<file path="src/rtl/seg7_display_ctrl.sv">
`default_nettype none
// +--------------------------------------------------------------------------+
// | seg7_display_ctrl: N-digit 7-segment controller with bus-written digits,  |
// | hex/raw decode, blink, leading-zero blanking and message override.        |
// | Optional PWM dimming: define SEG7_DIM_EN.                                 |
// | Revision: 1.0                                                             |
// +--------------------------------------------------------------------------+
module seg7_display_ctrl #(
  parameter int NUM_DIGITS = 6,
  parameter int AW = (NUM_DIGITS > 1) ? $clog2(NUM_DIGITS) : 1,
  parameter int BLINK_DIV = 25_000_000,
  parameter logic [7*NUM_DIGITS-1:0] MSG = '0
`ifdef SEG7_DIM_EN
  ,
  parameter int PWM_BITS = 4
`endif
) (
  input  logic                    clk,
  input  logic                    reset,
  input  logic                    wr_en,
  input  logic [AW-1:0]           wr_addr,
  input  logic [8:0]              wr_data,
  input  logic [AW-1:0]           rd_addr,
  output logic [8:0]              rd_data,
  input  logic                    lz_suppress,
  input  logic                    msg_force,
  output logic                    blink_phase,
`ifdef SEG7_DIM_EN
  input  logic [PWM_BITS-1:0]     brightness,
`endif
  output logic [7*NUM_DIGITS-1:0] seg_n
);

  localparam int c_bw = (BLINK_DIV > 1) ? $clog2(BLINK_DIV) : 1;
  localparam logic [c_bw-1:0] c_blink_last = c_bw'(BLINK_DIV - 1);

  logic [8:0]              r_digit [NUM_DIGITS];
  logic [8:0]              w_rd;
  logic                    r_lz;
  logic                    r_msg;
  logic [c_bw-1:0]         r_blink_cnt;
  logic [NUM_DIGITS-1:0]   w_lz_blank;
  logic                    w_chain;
  logic                    w_lit_en;
  logic [7*NUM_DIGITS-1:0] w_seg_next;

  function automatic logic [6:0] hex_glyph(input logic [3:0] n);
    case (n)
      4'h0: hex_glyph = 7'h3F;  4'h1: hex_glyph = 7'h06;
      4'h2: hex_glyph = 7'h5B;  4'h3: hex_glyph = 7'h4F;
      4'h4: hex_glyph = 7'h66;  4'h5: hex_glyph = 7'h6D;
      4'h6: hex_glyph = 7'h7D;  4'h7: hex_glyph = 7'h07;
      4'h8: hex_glyph = 7'h7F;  4'h9: hex_glyph = 7'h6F;
      4'hA: hex_glyph = 7'h77;  4'hB: hex_glyph = 7'h7C;
      4'hC: hex_glyph = 7'h39;  4'hD: hex_glyph = 7'h5E;
      4'hE: hex_glyph = 7'h79;  default: hex_glyph = 7'h71;
    endcase
  endfunction

  always_ff @(posedge clk or posedge reset) begin
    if (reset) begin
      for (int i = 0; i < NUM_DIGITS; i++) r_digit[i] <= '0;
    end else begin
      for (int i = 0; i < NUM_DIGITS; i++)
        if (wr_en && wr_addr == AW'(i)) r_digit[i] <= wr_data;
    end
  end

  // Out-of-range addresses match no digit and read back as zero.
  always_comb begin
    w_rd = '0;
    for (int i = 0; i < NUM_DIGITS; i++)
      if (rd_addr == AW'(i)) w_rd = r_digit[i];
  end

  always_ff @(posedge clk or posedge reset) begin
    if (reset) begin
      rd_data     <= '0;
      r_lz        <= 1'b0;
      r_msg       <= 1'b0;
      r_blink_cnt <= '0;
      blink_phase <= 1'b0;
    end else begin
      rd_data <= w_rd;
      r_lz    <= lz_suppress;
      r_msg   <= msg_force;
      if (r_blink_cnt == c_blink_last) begin
        r_blink_cnt <= '0;
        blink_phase <= ~blink_phase;
      end else begin
        r_blink_cnt <= r_blink_cnt + 1'b1;
      end
    end
  end

  // Chain stays set while every digit seen so far (from the top) is a hex zero.
  always_comb begin
    w_chain    = r_lz;
    w_lz_blank = '0;
    for (int i = NUM_DIGITS - 1; i >= 0; i--) begin
      if (r_digit[i][7] || r_digit[i][3:0] != 4'd0) w_chain = 1'b0;
      if (i != 0) w_lz_blank[i] = w_chain;
    end
  end

`ifdef SEG7_DIM_EN
  logic [PWM_BITS-1:0] r_pwm_cnt;

  always_ff @(posedge clk or posedge reset) begin
    if (reset) r_pwm_cnt <= '0;
    else       r_pwm_cnt <= r_pwm_cnt + 1'b1;
  end

  assign w_lit_en = (r_pwm_cnt < brightness);
`else
  assign w_lit_en = 1'b1;
`endif

  generate
    for (genvar gi = 0; gi < NUM_DIGITS; gi++) begin : g_seg
      logic [6:0] w_lit;
      logic [6:0] w_show;

      always_comb begin
        w_lit = r_digit[gi][7] ? r_digit[gi][6:0] : hex_glyph(r_digit[gi][3:0]);
        if (r_msg)                              w_show = MSG[7*gi +: 7];
        else if (r_digit[gi][8] && blink_phase) w_show = '0;
        else if (w_lz_blank[gi])                w_show = '0;
        else                                    w_show = w_lit;
      end

      assign w_seg_next[7*gi +: 7] = ~(w_show & {7{w_lit_en}});
    end
  endgenerate

  always_ff @(posedge clk or posedge reset) begin
    if (reset) seg_n <= '1;
    else       seg_n <= w_seg_next;
  end

endmodule
`default_nettype wire
</file>
<file path="config.mk">
export PLATFORM = sky130hd
export DESIGN_NAME = seg7_display_ctrl
export DESIGN_NICKNAME = d
export VERILOG_FILES = /design/src/rtl/seg7_display_ctrl.sv
export SDC_FILE = /design/constraint.sdc
export NUM_CORES = 1
export LEC_CHECK = 0
export ABC_AREA = 1
export CAP_MARGIN = 20
export CORE_UTILIZATION = 52
export DETAILED_ROUTE_END_ITERATION = 7
export HOLD_SLACK_MARGIN = 0.15
export PLACE_DENSITY_LB_ADDON = 0.1
export SYNTH_ARGS = -nofsm -noshare
export SYNTH_HDL_FRONTEND = slang
export SYNTH_SLANG_ARGS = --single-unit
</file>
<file path="constraint.sdc">
create_clock -name clk -period 3.95 [get_ports clk]
set_input_delay 0.79 -clock clk [delete_from_list [all_inputs] [get_ports clk]]
set_output_delay 0.79 -clock clk [all_outputs]
set_load 0.005 [all_outputs]
</file>
Word level (Yosys, flattened, before mapping). Memories as Yosys holds them, arrays and structs flattened. Index checks and enable logic that the tools add are counted.

Bits in registers: 133. Latch bits: 0. Bits in writable memories: 0. Bits in read-only memories: 672. Output and inout port bits: 52. Logic and storage cells: 96. Memories kept: 6.

Memory list: (name not given) (words 16, width 7, read ports 1, clocked after memory_dff 0, write ports 0, line 48) `case (n)`; (name not given) (words 16, width 7, read ports 1, clocked after memory_dff 0, write ports 0, line 48); (name not given) (words 16, width 7, read ports 1, clocked after memory_dff 0, write ports 0, line 48); (name not given) (words 16, width 7, read ports 1, clocked after memory_dff 0, write ports 0, line 48); (name not given) (words 16, width 7, read ports 1, clocked after memory_dff 0, write ports 0, line 48); (name not given) (words 16, width 7, read ports 1, clocked after memory_dff 0, write ports 0, line 48).

Add/subtract/negate cells: 1. Multipliers: 0. Div/mod/pow operators: 0. Order comparisons: 0. Equal/unequal tests: 11. Shifts and indexed selects: 0. Multiplexer cells: 35. Bitwise logic cells: 7. Reductions and logical operators: 24.

Operator list (count): $mux 7 (23); $mux 9 (6); $not 7->7 (6); $add 25x1->25 const B (1); $eq 25x25->1 const B (1); $mux 25 (1); $reduce_bool 4->1 (5); $eq 3x2->1 const B (4); $eq 3x3->1 const B (4); $logic_and 1x1->1 (12); $eq 3x1->1 const B (2); $logic_not 3->1 (2); $logic_or 1x1->1 (5); $mux 1 (5); $not 1->1 (1).

Depth between registers and ports, before layout.
Word-level depth: 11. Gate-level depth with buffers: 9. Gate-level depth less buffers: 9.

Worst setup path before layout. Ideal clock, no wire load.

Path kind: input to register. From: input port rd_addr[1]. To: register rd_data[0]. Setup time: 71 ps. Data arrival time: 1546 ps. Required time: 3879 ps. Slack: 2334 ps. Cell stages on the path: 6. Path buffers: 1. Path through: buf_2 -> nor3_2 -> nand2_1 -> nand2_1 -> nor2_1 -> nand4_1.

Cells in the longest elaborated chain, start to end: 7.

RTL lines: start: declaration (line 23) `input logic [AW-1:0] rd_addr,`; $logic_not 3->1 (line 73) `if (rd_addr == AW'(i)) w_rd = r_digit[i];`; $mux 9 (5 in a row) (line 73); $mux 9 * (line 73); via w_rd[0] (line 38) `logic [8:0] w_rd;`; end signal: assignment (line 84) `rd_data <= w_rd;`; end: declaration (line 24) `output logic [8:0] rd_data,`.

The timed path passes the listed nets; every way through them passes the cells marked *. A chain may end at the register's enable or synchronous reset.

Worst setup path after layout.
From: register blink_phase. To: output port blink_phase.

RTL lines: start: declaration (line 27) `output logic blink_phase,`; start signal: assignment (line 89) `blink_phase <= ~blink_phase;`.

No word-level cell between the ends.

==> impl_metrics.prom <==
# TYPE chip_impl_metric gauge
chip_impl_metric{name="boundaryPins",unit=""} 72
chip_impl_metric{name="max_cap_violations",unit=""} 0
chip_impl_metric{name="worst-slew-pin-transition",unit="ps"} 865
chip_impl_metric{name="wirelength",unit="µm"} 17900
chip_impl_info{name="worstSetupStartpointType",value="register"} 1
chip_impl_info{name="min_delay_worst_endpoint",value="r_digit[32]$_DFFE_PP0P_"} 1
chip_impl_metric{name="firstDrtPassIters",unit=""} 7
chip_impl_info{name="slowest_stage",value="clkdlybuf4s50_1"} 1
chip_impl_metric{name="flow.area_growth_from_synthesis",unit="%"} 19.8
chip_impl_info{name="cpLargestDelayFamily",value="buffers and inverters"} 1
chip_impl_metric{name="synth.yosys.seq_area_share",unit="%"} 46.1
chip_impl_metric{name="min_period_over_period",unit="%"} 58.7
chip_impl_metric{name="clock_insertion_delay_worst_skew",unit="ps"} 430
chip_impl_metric{name="whs_path_depth",unit=""} 2
chip_impl_metric{name="grt.total_usage",unit="%"} 26.6
chip_impl_metric{name="regToRegSetupSlack",unit="ps"} 2210
chip_impl_metric{name="worstRegToRegCells",unit=""} 6
chip_impl_metric{name="layout-drive-gt1-share",unit="%"} 10.3
chip_impl_metric{name="antenna_cell_count",unit=""} 0
chip_impl_metric{name="remaining_number_of_nets_flagged_by_the_antenna_check_after_routing",unit=""} 0
chip_impl_info{name="worstReg2RegStart",value="r_digit[18]$_DFFE_PP0P_"} 1
chip_impl_info{name="run_status",value="finished clean"} 1
chip_impl_metric{name="gr-total-overflow",unit=""} 0
chip_impl_metric{name="cts_buffers",unit=""} 17
chip_impl_metric{name="fp.dieH",unit="µm"} 121
chip_impl_info{name="synth_area_leaders",value="dfrtp_1 (31%), dfstp_2 (15%), nand2_1 (15%)"} 1
chip_impl_metric{name="grt_first_pass_wirelength",unit="µm"} 29500
chip_impl_metric{name="final-setup-viol-count",unit=""} 0
chip_impl_metric{name="drt-met1-wl",unit="µm"} 8500
chip_impl_metric{name="grt_start_max_net_pins",unit=""} 71
chip_impl_metric{name="cts_setup_buffers",unit=""} 0
chip_impl_info{name="worst_r2r_endpoint",value="seg_n[10]$_DFF_PP1_"} 1
chip_impl_info{name="synth_most_common_cell",value="nand2_1"} 1
chip_impl_metric{name="crit_required",unit="ps"} 3160
chip_impl_metric{name="fp.dieArea",unit="µm²"} 14600
chip_impl_metric{name="hold_violations",unit=""} 0
chip_impl_info{name="postSynth.topFlopCell",value="dfrtp_1"} 1
chip_impl_metric{name="crit_buf_inv",unit=""} 1
chip_impl_metric{name="final_nets",unit=""} 1068
chip_impl_info{name="hold_start",value="r_digit[32]$_DFFE_PP0P_"} 1
chip_impl_metric{name="clk_pin_slew_worst_paths",unit="ps"} 60
chip_impl_info{name="setup_repair_after_global_routing_missed_its_margin",value="false"} 1
chip_impl_metric{name="cts.repair.resized",unit=""} 0
chip_impl_metric{name="slowest_delay",unit="ps"} 600
chip_impl_metric{name="final-max-slew-violation-count",unit=""} 0
chip_impl_metric{name="avgViaCountPerCell",unit=""} 5.30
chip_impl_metric{name="slew_headroom",unit="%"} 42.4
chip_impl_metric{name="routed_wire_length_per_instance",unit="µm"} 14.9
chip_impl_metric{name="syn_avg_cell_area",unit="µm²"} 7.74
chip_impl_metric{name="synth_area",unit="µm²"} 7330
chip_impl_metric{name="vdd_drop_max",unit="mV"} 0.329
chip_impl_metric{name="met2RoutedLength",unit="µm"} 8080
chip_impl_metric{name="drt_iter0_markers",unit=""} 570
chip_impl_info{name="hold_class",value="reg2reg"} 1
chip_impl_metric{name="die-width",unit="µm"} 121
chip_impl_metric{name="yosys_register_bits",unit=""} 133
chip_impl_info{name="tritoncts",value="done"} 1
chip_impl_metric{name="floorplan.core_area",unit="µm²"} 13800
chip_impl_metric{name="post_synth_num_cell_types",unit=""} 37
chip_impl_info{name="clock_tree.root_cell",value="clkbuf_16"} 1
chip_impl_metric{name="cellLeakagePower",unit="nW"} 4.05
chip_impl_metric{name="place.detailed.hpwl",unit="µm"} 12700
chip_impl_metric{name="powerDensity",unit="nW/µm²"} 515
chip_impl_info{name="cp_cell_sequence",value="clkdlybuf4s50_1"} 1
chip_impl_metric{name="critical_path_fanouts_max",unit=""} 9
chip_impl_metric{name="syn_nets",unit=""} 1003
chip_impl_metric{name="totalNegativeSetupSlack",unit="ps"} 0
chip_impl_metric{name="met3WireLength",unit="µm"} 1100
chip_impl_metric{name="ys_async_sr_fraction",unit="%"} 100
chip_impl_info{name="crit_path_end_kind",value="primary output"} 1
chip_impl_info{name="synth_largest_area_cell",value="dfrtp_1"} 1
chip_impl_metric{name="yosys_warnings",unit=""} 0
chip_impl_metric{name="netlist_instances",unit=""} 947
chip_impl_metric{name="finalCriticalPeriod",unit="ps"} 2320
chip_impl_metric{name="numPortBuffers",unit=""} 71
chip_impl_info{name="max_used_layer",value="met4"} 1
chip_impl_metric{name="initial_utilization",unit="%"} 53.0
chip_impl_metric{name="cts_max_path_buffers",unit=""} 2
chip_impl_metric{name="cts_max_level",unit=""} 4
chip_impl_metric{name="clk_skew",unit="ps"} 10.8
chip_impl_metric{name="post-route-drc-count",unit=""} 0
chip_impl_metric{name="synth-edff-count",unit=""} 0
chip_impl_metric{name="grt_pass1_vias",unit=""} 5786
chip_impl_metric{name="fillCellCount",unit=""} 1194
chip_impl_info{name="critPathKind",value="reg2out"} 1
chip_impl_metric{name="placementRows",unit=""} 43
chip_impl_metric{name="fmax",unit="MHz"} 431
chip_impl_metric{name="antenna_found_initial",unit=""} 0
chip_impl_metric{name="numClockSinks",unit=""} 133
chip_impl_metric{name="synth_top_area_share",unit="%"} 31.1
chip_impl_metric{name="place_worst_setup_slack",unit="ps"} 1570
chip_impl_info{name="synth_top_cells_by_count",value="nand2_1 (284), nor2_1 (105), o21ai_0 (98)"} 1
chip_impl_metric{name="vias",unit=""} 6385
chip_impl_metric{name="timing.final.ws_setup",unit="ps"} 1630
chip_impl_metric{name="gp_congestion",unit=""} 0.879
chip_impl_metric{name="timing.critical_path.arrival",unit="ps"} 1530
chip_impl_metric{name="hold_buffers_post_cts",unit=""} 0
chip_impl_metric{name="hold-worst-slack",unit="ps"} 491
state kept, by name, summed over array words and instances, names as in the netlist:
| signal | cells |
|---|---|
| r_digit | 54 |
| seg_n | 42 |
| r_blink_cnt | 25 |
| rd_data | 9 |
| blink_phase | 1 |
| r_lz | 1 |
| r_msg | 1 |
worst max path at each step:
stage / slack, ps / cells past startpoint / endpoint / start
final: 1630 / 1 / blink_phase / blink_phase$_DFFE_PP0N_
after global routing: 1590 / 1 / blink_phase / blink_phase$_DFFE_PP0N_
after global placement: 1610 / 6 / rd_data[0]$_DFF_PP0_ / rd_addr[1]
after floorplan: 1540 / 1 / blink_phase$_DFFE_PP0N_ / reset
after CTS: 1630 / 1 / blink_phase / blink_phase$_DFFE_PP0N_
after detailed placement: 1570 / 6 / rd_data[0]$_DFF_PP0_ / rd_addr[1]
where the power goes:
part           internal, W  switching, W
Sequential         0.00163      0.000231
Combinational     0.000456      0.000537
Clock              0.00107      0.000596
layer usage:
| layer | vias to the layer above | track usage (%) |
|---|---|---|
| li1 | 3199 | - |
| met1 | 2955 | 38.2 |
| met2 | 210 | 40.1 |
| met3 | 21 | 6.27 |
| met4 | 0 | 7.48 |
| met5 | - | 0 |
placed cells by master (no fill, tap or decap), types with 2 or more instances in the layout:
master / synthesis / layout
or2_2: 3 / 3
nand2_2: 4 / 4
clkbuf_1: 15 / 2
a21oi_1: 31 / 31
clkdlybuf4s50_1: 0 / 71
clkbuf_16: 0 / 17
nand4_1: 14 / 14
nor3_1: 12 / 12
nand3_2: 4 / 4
inv_1: 80 / 79
nor3_2: 4 / 4
bufinv_16: 0 / 4
o221ai_1: 2 / 2
nor2_2: 9 / 9
dfrtp_1: 91 / 91
xor2_1: 8 / 8
nand3_1: 56 / 56
dfstp_2: 42 / 42
nor2_1: 105 / 105
o2111ai_1: 3 / 3
o21ai_0: 98 / 98
clkinvlp_4: 0 / 5
nand3b_1: 2 / 2
nor2_4: 2 / 2
clkinv_1: 2 / 2
buf_4: 1 / 2
o211ai_1: 14 / 14
nand2_1: 284 / 284
clkinv_2: 1 / 3
xnor2_1: 3 / 3
inv_2: 3 / 3
ha_1: 36 / 36
kinds of logic after synthesis:
family | Yosys count | synth area share, %
AND/OR/NAND/NOR | 502 | 29.1
AO/OA/AOI/OAI | 152 | 11.2
flip-flops | 133 | 46.1
buffers and inverters | 113 | 6.13
adder cells (fa/ha/maj) | 36 | 6.15
XOR/XNOR | 11 | 1.31
final cells by class:
| type | count | area [µm²] | share of cell area [%] |
|---|---|---|---|
| Multi-Input combinational cell | 701 | 3500 | 39.8 |
| Tap cell | 180 | 225 | 2.56 |
| Inverter | 86 | 328 | 3.73 |
| Timing Repair Buffer | 73 | 726 | 8.26 |
| Clock buffer | 20 | 447 | 5.09 |
| Clock inverter | 12 | 178 | 2.02 |
| Sequential cell | 133 | 3380 | 38.5 |
through the flow:
| stage | instance area, µm² | total power [W] | cells | utilization [%] |
|---|---|---|---|---|
| floorplan | 7330 | 0.00244 | 947 | - |
| global placement | 8160 | 0.00285 | 1173 | 59.0 |
| detailed placement | 8160 | 0.00286 | 1173 | 59.0 |
| CTS | 8780 | 0.00454 | 1205 | 63.5 |
| global route | 8780 | 0.00479 | 1205 | 63.5 |
| finish | 8780 | 0.00452 | 1205 | 63.5 |
Power figures use the tool's default switching activity.
